--- src/rtl/mmio_bridge.sv ---
// Memory-mapped bridge between the CPU bus, the synchronous RAM, an LED register and a
// debounced switch port. Every read returns data exactly one cycle after the request.
module mmio_bridge #(
   parameter int                DATA_W     = 16,
   parameter int                ADDR_W     = 9,
   parameter logic [ADDR_W-1:0] LED_ADDR   = 9'h100,
   parameter logic [ADDR_W-1:0] SW_ADDR    = 9'h140,
   parameter int                DEB_CYCLES = 4
) (
   input  logic              clk,
   input  logic              reset,
   input  logic [1:0]        mem_cmd,
   input  logic [ADDR_W-1:0] mem_addr,
   input  logic [DATA_W-1:0] write_data,
   output logic [DATA_W-1:0] read_data,
   output logic [7:0]        ram_addr,
   output logic              ram_write,
   output logic [DATA_W-1:0] ram_din,
   input  logic [DATA_W-1:0] ram_dout,
   input  logic [7:0]        sw_in,
   output logic [7:0]        ledr,
   output logic              access_err
);

   localparam logic [1:0] CMD_READ  = 2'b01;
   localparam logic [1:0] CMD_WRITE = 2'b10;
   localparam logic [1:0] CMD_RSVD  = 2'b11;

   localparam int                CNT_W   = $clog2(DEB_CYCLES) + 1;
   localparam logic [CNT_W-1:0] DEB_MAX = CNT_W'(DEB_CYCLES - 1);

   typedef enum logic [1:0] {
      SEL_NONE,
      SEL_RAM,
      SEL_LED,
      SEL_SW
   } sel_e;

   sel_e             sel_q, sel_d;
   logic [7:0]       led_q, led_d;
   logic [7:0]       ledRd_q, ledRd_d;
   logic [7:0]       swRd_q, swRd_d;
   logic             err_q, err_d;
   logic [7:0]       sync1_q, sync2_q;
   logic [7:0]       cand_q, cand_d;
   logic [7:0]       swStable_q, swStable_d;
   logic [CNT_W-1:0] debCnt_q, debCnt_d;

   logic isRam;
   logic isLed;
   logic isSw;
   logic isIllegal;

   assign isRam     = ~mem_addr[ADDR_W-1];
   assign isLed     = (mem_addr == LED_ADDR);
   assign isSw      = (mem_addr == SW_ADDR);
   assign isIllegal = mem_addr[ADDR_W-1] & ~isLed & ~isSw;

   assign ram_addr   = mem_addr[7:0];
   assign ram_din    = write_data;
   assign ram_write  = (mem_cmd == CMD_WRITE) & isRam;
   assign ledr       = led_q;
   assign access_err = err_q;

   // Bus decode: a read latches the source (and a snapshot of LED/switch state) so
   // peripheral data lines up with the RAM's one-cycle read latency.
   always_comb begin
      sel_d   = SEL_NONE;
      led_d   = led_q;
      ledRd_d = ledRd_q;
      swRd_d  = swRd_q;
      err_d   = err_q;
      case (mem_cmd)
         CMD_READ: begin
            if (isRam) begin
               sel_d = SEL_RAM;
            end else if (isLed) begin
               sel_d   = SEL_LED;
               ledRd_d = led_q;
            end else if (isSw) begin
               sel_d  = SEL_SW;
               swRd_d = swStable_q;
            end else begin
               err_d = 1'b1;
            end
         end
         CMD_WRITE: begin
            if (isLed) begin
               led_d = write_data[7:0];
            end else if (isSw || isIllegal) begin
               err_d = 1'b1;
            end
         end
         CMD_RSVD: err_d = 1'b1;
         default: ;
      endcase
   end

   // Debouncer: a synchronized value must hold for DEB_CYCLES edges as a candidate
   // before it is accepted; any change of the candidate restarts the count.
   always_comb begin
      cand_d     = cand_q;
      swStable_d = swStable_q;
      debCnt_d   = debCnt_q;
      if (sync2_q != cand_q) begin
         cand_d   = sync2_q;
         debCnt_d = '0;
      end else if (cand_q != swStable_q) begin
         if (debCnt_q == DEB_MAX) begin
            swStable_d = cand_q;
            debCnt_d   = '0;
         end else begin
            debCnt_d = debCnt_q + CNT_W'(1);
         end
      end else begin
         debCnt_d = '0;
      end
   end

   always_ff @(posedge clk or posedge reset) begin
      if (reset) begin
         sel_q      <= SEL_NONE;
         led_q      <= '0;
         ledRd_q    <= '0;
         swRd_q     <= '0;
         err_q      <= 1'b0;
         sync1_q    <= '0;
         sync2_q    <= '0;
         cand_q     <= '0;
         swStable_q <= '0;
         debCnt_q   <= '0;
      end else begin
         sel_q      <= sel_d;
         led_q      <= led_d;
         ledRd_q    <= ledRd_d;
         swRd_q     <= swRd_d;
         err_q      <= err_d;
         sync1_q    <= sw_in;
         sync2_q    <= sync1_q;
         cand_q     <= cand_d;
         swStable_q <= swStable_d;
         debCnt_q   <= debCnt_d;
      end
   end

   always_comb begin
      case (sel_q)
         SEL_RAM: read_data = ram_dout;
         SEL_LED: read_data = {{(DATA_W-8){1'b0}}, ledRd_q};
         SEL_SW:  read_data = {{(DATA_W-8){1'b0}}, swRd_q};
         default: read_data = '0;
      endcase
   end

endmodule
--- config.mk ---
export PLATFORM = sky130hd
export DESIGN_NAME = mmio_bridge
export DESIGN_NICKNAME = d
export VERILOG_FILES = /design/src/rtl/mmio_bridge.sv
export SDC_FILE = /design/constraint.sdc
export NUM_CORES = 1
export LEC_CHECK = 0
export CORE_MARGIN = 2
export CORE_UTILIZATION = 47
export DETAILED_ROUTE_END_ITERATION = 10
export GPL_TIMING_DRIVEN = 0
export PLACE_DENSITY = 0.91
export REMOVE_ABC_BUFFERS = 1
export SYNTH_ARGS = -nofsm -noshare
export SYNTH_HDL_FRONTEND = slang
export SYNTH_SLANG_ARGS = --single-unit
--- constraint.sdc ---
create_clock -name clk -period 4 [get_ports clk]
set_input_delay 0.4 -clock clk [delete_from_list [all_inputs] [get_ports clk]]
set_output_delay 0.4 -clock clk [all_outputs]
set_load 0.005 [all_outputs]
==> results.cfg <==
[timing]
slew_headroom_pct = 61.3
setup_viol = 0
fmax_mhz = 385
rsz0062_at_grt = no
finalCriticalPeriod_ns = 2.60
min_period_over_period_pct = 65.0
tightestPinTransition_ns = 0.580
hold_viol = 0
setup-tns-final_ns = 0
fin_skew_ns = 0.00649
slew_viol_final = 0
worst_slack_ns = 1.40

[setup_path]
rr_endpoint = swStable_q[5]$_DFFE_PP0P_
worstSetupPathType = reg -> out
start_kind = flip-flop
crit_arrival_ns = 2.20
cp.required_ns = 3.60
rr_worst_depth = 4
cp_max_fo = 10
r2r_start = cand_q[5]$_DFFE_PP0N_
reg2reg_slack_ns = 2.06
endpoint_kind = output pin

[cts]
post-cts-setup-buffers = 0
cts.path.max_buffers = 2
cts_hold_buf = 0
cts_resized = 0
cts-root-buf = clkbuf_8
clk_latency_ns = 0.32
cts_sinks = 62
numCtsBuffers = 9
cts_tree = yes
htreeDepth = 3
clk_pin_slew_ns = 0.06

[synthesis]
synth.yosys.seq_area_share_pct = 56.6
synth-simple-area-share_pct = 8.08
synth.top_cells.by_area = dfrtp_1 (57%), mux2_2 (13%), buf_4 (6.8%)
ys.flop_type = dfrtp_1
ys_seq_elements = 62
synth_top_family_by_area = multiplexers
synth_cells = 203
synth_cell_type_count = 27
ys_warn_count = 0
synth_compound_area_share_pct = 4.52
synth_xor_area_share_pct = 5.11
synth_edf_count = 0
muxShareOfSynthArea_pct = 16.4
synthAdderAreaFrac_pct = 0.457
yosys.area.top_type = dfrtp_1
avgSynthCellArea_um2 = 13.5
synth.top_cell.area_share_pct = 56.6
synth_area_um2 = 2740
async_flop_share_pct = 100

[worst_hold_path]
min_to = sync2_q[1]$_DFF_PP0_
hold_path_depth = 0
hp-class = reg -> reg
hp-start = sync1_q[1]$_DFF_PP0_

[floorplan]
rows = 27
core-area_um2 = 5570
fp.dieArea_um2 = 6460
io_pins = 103
die_w_um = 80.4
die_h_um = 80.4
start_util_pct = 49.2

[layout]
nNetsFinal = 318
drive_gt1_share_pct = 20.8
area_growth_pct = 34.3
insertedDiodeCount = 0

[grt]
met2_usage_pct = 29.3
antenna_found_initial = 0
grt_pass1_vias = 1894
track_usage_pct = 18.1
use_met1_pct = 21.2
grt_start_max_net_pins = 43
gr-max-usage-layer = met2
grt_pass1_wl_um = 8710
use_met3_pct = 8.31
grt_remaining_overflow = 0

[routing]
drt-initial-drc-count = 87
first_pass_iters = 3
vias_per_cell = 4.99
wl_per_cell_um = 15.1
ant_nets = 0
num_vias = 1703
drcViolationCount = 0
drt_wl_total_um = 5160

[status]
outcome = finished clean

[placed_design]
dp_hpwl_um = 3930
port_buffers = 86
place_ws_ns = 1.65
gp_congestion = 0.721

[power_and_ir_drop]
p_leak_nw = 1.65
p_per_area_nw_per_um2 = 357
ir_drop_v = 0.000230

[run]
max_cap_viol_count = 0
==> worst max-delay path: stages (launching register included) <==
cell and delay [ns]:
dfrtp_1 0.58, nor2b_1 0.55, a22o_1 0.23, clkdlybuf4s50_1 0.52
==> stage by stage <==
step           hold WS (ns)  instance area (µm²)  total power, mW  std cells  utilization [%]
2_1_floorplan         0.331                 2510            0.695        166                -
3_3_place_gp          0.333                 3460            0.779        324             62.0
3_5_place_dp          0.340                 3480            0.785        325             62.4
4_1_cts               0.354                 3680             1.33        341             66.0
5_1_grt               0.368                 3680             1.37        341             66.0
6_report              0.351                 3680             1.32        341             66.0
==> placed cells by master, fill, tap and decap left out, drive strengths merged, types with 2 or more instances in the layout <==
cell type / Yosys / layout
clkdlybuf4s50: 0 / 86
dfrtp: 62 / 62
mux2: 40 / 40
clkbuf: 12 / 13
and2: 9 / 9
xnor2: 8 / 8
xor2: 8 / 8
a22o: 8 / 8
nor2b: 4 / 4
nand4: 4 / 4
nor4: 3 / 3
nand2: 3 / 3
nor2: 3 / 3
nor3: 3 / 3
nor3b: 2 / 2
inv: 2 / 2
==> kinds of logic (layout without fill, tap and decap cells) <==
logic type,Yosys count,in the layout
buffers and inverters,39,105
XOR/XNOR,16,16
AO/OA/AOI/OAI,14,14
adder cells (fa/ha/maj),1,1
AND/OR/NAND/NOR,31,31
multiplexers,40,40
flip-flops,62,62
==> Yosys cell counts, types with 2 or more instances <==
cell,count
dfrtp_1,62
mux2_2,32
buf_4,25
clkbuf_1,12
a22o_1,8
and2_1,8
mux2_1,8
xnor2_1,8
xor2_1,8
nor2b_1,4
nand2_1,3
nor2_1,3
nor4_2,3
inv_1,2
nand4_1,2
nand4_2,2
nor3_1,2
nor3b_1,2
==> how the worst max path moves through the flow <==
stage,to,slack [ns],start
4_1_cts,read_data[4],1.37,sel_q[1]$_DFF_PP0_
3_5_place_dp,ledRd_q[6]$_DFFE_PP0P_,1.65,mem_addr[2]
5_1_grt,read_data[3],1.24,sel_q[1]$_DFF_PP0_
2_1_floorplan,access_err$_DFFE_PP0P_,2.06,reset
3_3_place_gp,ledr[6]$_DFFE_PP0P_,1.08,reset
6_report,read_data[4],1.40,sel_q[1]$_DFF_PP0_
==> registers in the layout, summed over array words and instances (netlist names) <==
name and flops:
sync1_q 8, sel_q 2, access_err 1, ledr 8
swRd_q 8, ledRd_q 8, debCnt_q 3, cand_q 8
sync2_q 8, swStable_q 8
==> layout make-up <==
cell class / instances / area (µm²)
multi-input cells: 102 / 948
repair buffers: 87 / 881
fillers: 432 / 1890
clock buffers: 13 / 159
flip-flops and latches: 62 / 1550
inverters: 2 / 7.51
well taps: 72 / 90.1
clock inverters: 3 / 42.5
==> where the power goes <==
part / switching (mW) / internal [mW]
registers: 0.0109 / 0.641
clock network: 0.222 / 0.321
logic: 0.0416 / 0.0781
total: 0.275 / 1.04
==> routing by layer <==
metal  part of all wire (%)  up-vias
met4                    1.4        0
met5                      0        -
met1                     40      826
li1                       -      789
met3                    9.1        6
met2                     49       82
Note: power is estimated with default switching activity, not from simulation.
